$ cat src/rtl/hssi_tc_mailbox_bridge.sv
// Bridges the 4-register AFU traffic-controller mailbox (CMD/ADDRESS/RDDATA/WRDATA)
// onto single read/write transactions of the HSSI traffic controller register bus.
module hssi_tc_mailbox_bridge #(
    parameter int unsigned TC_ADDR_W   = 16,
    parameter int unsigned TIMEOUT_CYC = 1024,
    parameter logic [31:0] ERR_RDDATA  = 32'hDEAD_BEEF
) (
    input  logic                 clk,
    input  logic                 rst,
    input  logic                 csr_wr,
    input  logic                 csr_rd,
    input  logic [3:0]           csr_addr,
    input  logic [31:0]          csr_wrdata,
    output logic [31:0]          csr_rddata,
    output logic                 csr_rdvalid,
    output logic                 tc_rd,
    output logic                 tc_wr,
    output logic [TC_ADDR_W-1:0] tc_addr,
    output logic [31:0]          tc_wrdata,
    input  logic                 tc_waitrequest,
    input  logic [31:0]          tc_rddata,
    input  logic                 tc_rddatavalid,
    output logic                 busy
);

    localparam int unsigned CNT_W = $clog2(TIMEOUT_CYC + 1);

    localparam logic [3:0] OFF_CMD    = 4'h0;
    localparam logic [3:0] OFF_ADDR   = 4'h4;
    localparam logic [3:0] OFF_RDDATA = 4'h8;
    localparam logic [3:0] OFF_WRDATA = 4'hC;

    localparam logic [1:0] OP_RD = 2'd1;
    localparam logic [1:0] OP_WR = 2'd2;

    typedef enum logic [1:0] {
        StIdle,
        StIssue,
        StWaitRd,
        StDone
    } state_e;

    state_e           state_q;
    logic [31:0]      addr_q;
    logic [31:0]      wrdata_q;
    logic [31:0]      rddata_q;
    logic             rd_pend_q;
    logic             wr_pend_q;
    logic             ack_q;
    logic             timeout_err_q;
    logic             busy_err_q;
    logic [CNT_W-1:0] cnt_q;
    logic             tc_rd_q;
    logic             tc_wr_q;

    logic        cmd_wr;
    logic [1:0]  cmd_op;
    logic        cmd_start;
    logic        cmd_noop;
    logic        timeout_hit;
    logic        in_flight;
    logic [31:0] status;
    logic [31:0] rd_mux;

    always_comb begin
        cmd_wr      = csr_wr && (csr_addr == OFF_CMD);
        cmd_op      = csr_wrdata[1:0];
        cmd_start   = cmd_wr && ((cmd_op == OP_RD) || (cmd_op == OP_WR));
        // Opcode 3 is illegal and behaves exactly like NOOP.
        cmd_noop    = cmd_wr && !cmd_start;
        timeout_hit = (cnt_q >= CNT_W'(TIMEOUT_CYC - 1));
        in_flight   = (state_q == StIssue) || (state_q == StWaitRd);
        status      = {27'b0, busy_err_q, timeout_err_q, ack_q, wr_pend_q, rd_pend_q};
    end

    always_comb begin
        rd_mux = '0;
        case (csr_addr)
            OFF_CMD:    rd_mux = status;
            OFF_ADDR:   rd_mux = addr_q;
            OFF_RDDATA: rd_mux = rddata_q;
            OFF_WRDATA: rd_mux = wrdata_q;
            default:    rd_mux = '0;
        endcase
    end

    always_ff @(posedge clk) begin
        if (rst) begin
            state_q       <= StIdle;
            addr_q        <= '0;
            wrdata_q      <= '0;
            rddata_q      <= '0;
            rd_pend_q     <= 1'b0;
            wr_pend_q     <= 1'b0;
            ack_q         <= 1'b0;
            timeout_err_q <= 1'b0;
            busy_err_q    <= 1'b0;
            cnt_q         <= '0;
            tc_rd_q       <= 1'b0;
            tc_wr_q       <= 1'b0;
        end else begin
            if (cmd_noop) begin
                ack_q         <= 1'b0;
                timeout_err_q <= 1'b0;
                busy_err_q    <= 1'b0;
            end

            if (cmd_start && (state_q != StIdle)) begin
                busy_err_q <= 1'b1;
            end

            // Counter saturates at the limit so a late acceptance still times out in WAIT_RD.
            if (in_flight && !timeout_hit) begin
                cnt_q <= cnt_q + CNT_W'(1);
            end

            unique case (state_q)
                StIdle: begin
                    if (csr_wr && (csr_addr == OFF_ADDR)) begin
                        addr_q <= csr_wrdata;
                    end
                    if (csr_wr && (csr_addr == OFF_WRDATA)) begin
                        wrdata_q <= csr_wrdata;
                    end
                    if (cmd_start) begin
                        state_q       <= StIssue;
                        ack_q         <= 1'b0;
                        timeout_err_q <= 1'b0;
                        rd_pend_q     <= (cmd_op == OP_RD);
                        wr_pend_q     <= (cmd_op == OP_WR);
                        tc_rd_q       <= (cmd_op == OP_RD);
                        tc_wr_q       <= (cmd_op == OP_WR);
                        cnt_q         <= '0;
                    end
                end

                StIssue: begin
                    if (!tc_waitrequest) begin
                        tc_rd_q <= 1'b0;
                        tc_wr_q <= 1'b0;
                        if (wr_pend_q) begin
                            state_q <= StDone;
                        end else if (tc_rddatavalid) begin
                            rddata_q <= tc_rddata;
                            state_q  <= StDone;
                        end else begin
                            state_q <= StWaitRd;
                        end
                    end else if (timeout_hit) begin
                        tc_rd_q       <= 1'b0;
                        tc_wr_q       <= 1'b0;
                        timeout_err_q <= 1'b1;
                        ack_q         <= 1'b1;
                        rd_pend_q     <= 1'b0;
                        wr_pend_q     <= 1'b0;
                        if (rd_pend_q) begin
                            rddata_q <= ERR_RDDATA;
                        end
                        state_q <= StIdle;
                    end
                end

                StWaitRd: begin
                    if (tc_rddatavalid) begin
                        rddata_q <= tc_rddata;
                        state_q  <= StDone;
                    end else if (timeout_hit) begin
                        timeout_err_q <= 1'b1;
                        ack_q         <= 1'b1;
                        rd_pend_q     <= 1'b0;
                        wr_pend_q     <= 1'b0;
                        rddata_q      <= ERR_RDDATA;
                        state_q       <= StIdle;
                    end
                end

                StDone: begin
                    ack_q     <= 1'b1;
                    rd_pend_q <= 1'b0;
                    wr_pend_q <= 1'b0;
                    state_q   <= StIdle;
                end

                default: state_q <= StIdle;
            endcase
        end
    end

    // Read response is registered from pre-edge state, so a same-cycle CMD write is not seen.
    always_ff @(posedge clk) begin
        if (rst) begin
            csr_rdvalid <= 1'b0;
            csr_rddata  <= '0;
        end else begin
            csr_rdvalid <= csr_rd;
            csr_rddata  <= csr_rd ? rd_mux : '0;
        end
    end

    assign tc_rd     = tc_rd_q;
    assign tc_wr     = tc_wr_q;
    assign tc_addr   = addr_q[TC_ADDR_W-1:0];
    assign tc_wrdata = wrdata_q;
    assign busy      = (state_q != StIdle);

endmodule
$ cat config.mk
export PLATFORM = sky130hd
export DESIGN_NAME = hssi_tc_mailbox_bridge
export DESIGN_NICKNAME = d
export VERILOG_FILES = /design/src/rtl/hssi_tc_mailbox_bridge.sv
export SDC_FILE = /design/constraint.sdc
export NUM_CORES = 1
export LEC_CHECK = 0
export CORE_MARGIN = 2
export CORE_UTILIZATION = 55
export CTS_BUF_LIST = sky130_fd_sc_hd__clkbuf_8
export DETAILED_ROUTE_END_ITERATION = 10
export PLACE_DENSITY = 0.88
export SYNTH_ARGS = -nofsm -noshare
export SYNTH_HDL_FRONTEND = slang
export SYNTH_SLANG_ARGS = --single-unit
$ cat constraint.sdc
create_clock -name clk -period 3.2 [get_ports clk]
set_input_delay 0.96 -clock clk [delete_from_list [all_inputs] [get_ports clk]]
set_output_delay 0.96 -clock clk [all_outputs]
set_load 0.01 [all_outputs]
==> qor.txt <==
critical path fanouts, max: 8
pre-CTS setup slack: 30.36 ps
clock skew: 8.156 ps
dpl hpwl: 12.91 mm
maximum clock path buffer count: 2
Inserted Clock Buffers: 17
Placed Area: 7985 sq um
number of endpoints failing setup at the final stage: 0
Mapped Avg Cell Area: 8.368 sq um
CP required: 2240 ps
Synth Warn #: 0
Lkg Pwr: 2.904 nW
initial antenna violation count: 0
multiplexer share of the synthesized area: 1.256%
die span in y: 111.7 um
final hold vios: 0
total grt overflow: 0
post-DR wirelength/cell: 18.82 um
post-synthesis xor/xnor area fraction: 0.5495%
type of destination of the critical path: output pin
ys async rst share: 0%
post-synthesis adder-cell area fraction: 1.570%
post-CTS sizing: 0
Clock Sinks: 149
Synth Instances: 762
Post-Route Setup TNS: 0 ps
routed wire length: 19.57 mm
Area Overhead vs Synth: 33.38%
Cell Area, Synth: 6376 sq um
vias in the first global route: 6265
area of the core: 11370 sq um
worst skew pair latency: 450 ps
most frequent cells in the layout: clkdlybuf4s50_1 (156), dfxtp_1 (149), nand2_1 (143), a21oi_1 (79), nor2_1 (61)
Max VDD drop: 395.7 uV
Post-synth EDFFs: 0
status: finished, final reports clean
Pwr per Cell Area: 592.2 nW/um^2
#FFs+latches synth: 149
total design power: 0.005036 W
first-pass GRT wire length: 30.92 mm
crit path kind: reg -> out
tightest hold margin: 458.0 ps
max cap viols: 0
die area: 12470 sq um
Cell Rows: 39
Synth Flop Type: dfxtp_1
count of cell types in the netlist: 52
hold buffers post-CTS: 0
Finished Cell Area: 8504 sq um
vias: 6398
Final #Nets: 966
Post-Synth Simple-Gate Area: 18.50%
CTS tree: done
antenna cell count: 0
H-Tree Level Count: 4
IO Port Bufs: 157
Initial DRT Pass Iterations: 6
fin crit share: 91.26%
Synth Area in Compound Gates: 22.76%
sequential fraction of the synthesis area: 46.78%
largest net degree at the start of global routing: 76
fin crit period: 2920 ps
fill count: 783
syn_nets: 844
Via density: 6.152
Startpoint Class: register
chip width: 111.7 um
clock tree root driver cell: clkbuf_8
post-CTS setup buffers: 0
RD Place Congestion: 0.8649
final worst slack: 279.7 ps
antenna viol nets, final: 0
Rel. slew slack: 36.81%
fin. max-slew vios: 0
Global Route Usage Sum: 30.92%
Worst-Margin Slew: 943.6 ps
Hold Crit Class: reg -> reg
clock slew at reported path FFs: 80 ps
critical path arrival: 1960 ps
Iter 0 DRT Violations: 868
commonest non-fill, non-tap cell in the layout: clkdlybuf4s50_1
I/O pin cnt: 158
DRC Markers: 0
largest family of logic cells by synthesized area: compound AO/OA/AOI/OAI gates
starting density of the core: 56.08%
layout cells sized above 1: 7.692%
RSZ-0062 raised after global routing: no
Max Fclk: 342.4 MHz
==> flip-flops by register name (all words and copies together) (netlist names), 2 cells and up <==
register	count
addr_q	32
csr_rddata	32
rddata_q	32
tc_wrdata	32
cnt_q	11
state_q	2
==> per-stage QoR <==
| stage | cells | utilization (%) |
|---|---|---|
| 6_report | 1040 | 74.80 |
| 5_1_grt | 1040 | 74.80 |
| 4_1_cts | 1040 | 74.80 |
| 3_5_place_dp | 1008 | 70.23 |
| 3_3_place_gp | 1008 | 70.23 |
| 2_1_floorplan | 762 | - |
==> synth_stat cells, types with 5 or more instances <==
| cell type | count | share of area [%] |
|---|---|---|
| a311oi_1 | 25 | 3.4 |
| nor2_1 | 61 | 3.6 |
| nand2_1 | 143 | 8.4 |
| o21ai_0 | 29 | 2.3 |
| and3_1 | 5 | 0.49 |
| a222oi_1 | 32 | 5.0 |
| dfxtp_1 | 149 | 47 |
| buf_2 | 14 | 1.1 |
| buf_4 | 21 | 2.5 |
| mux2i_1 | 8 | 1.3 |
| ha_1 | 8 | 1.6 |
| nor3_1 | 5 | 0.39 |
| a21oi_1 | 80 | 6.3 |
| clkbuf_1 | 42 | 2.5 |
| inv_1 | 37 | 2.2 |
| o22ai_1 | 25 | 2.5 |
| nand3b_1 | 8 | 0.94 |
| nand2b_1 | 11 | 1.1 |
==> layout make-up <==
class,count,area (sq um),area share (%)
multi-input cells,497,2903,34.13
flip-flops and latches,149,2983,35.07
clock buffers,17,234.0,2.751
clock inverters,15,285.3,3.354
inverters,37,138.9,1.633
well taps,143,178.9,2.104
repair buffers,182,1782,20.95
==> report_power, final <==
group / internal, W / switching (W) / total, W
clock: 0.00116 / 0.000721 / 0.00188
combinational: 0.000481 / 0.000522 / 0.00100
sequential: 0.00201 / 0.000139 / 0.00215
total: 0.00365 / 0.00138 / 0.00504
==> critical path, cell delays in order (launching register included) <==
cell             delay (ps)
dfxtp_1                 360
inv_1                   100
ha_1                    330
inv_1                   160
clkdlybuf4s50_1         560
==> cells by family (layout without fill, tap and decap cells) <==
group | count (synthesis) | count (layout)
fa+ha+maj | 8 | 8
compound gates | 214 | 214
buf+inv | 116 | 251
simple gates | 263 | 263
mux | 8 | 8
flops | 149 | 149
xor+xnor | 4 | 4
==> layer usage <==
layer / share of wire [%] / wire (um) / vias up / global-route usage (%)
met4: 1.5 / 296 / 0 / 11.36
met5: 0 / 0 / - / 0
li1: - / - / 2931 / -
met2: 51 / 10040 / 365 / 53.17
met1: 37 / 7227 / 3078 / 35.95
met3: 10 / 2011 / 24 / 10.23
==> worst paths after layout <==
path,from,end,slack (ps),cells past startpoint
setup reg to reg,state_q[0],rddata_q[31],650,7
hold / removal,rddata_q[4],csr_rddata[4],460,2
hold reg to reg,rddata_q[4],csr_rddata[4],460,2
setup / recovery,state_q[0],busy,280,4
Note: power is estimated with default switching activity, not from simulation.
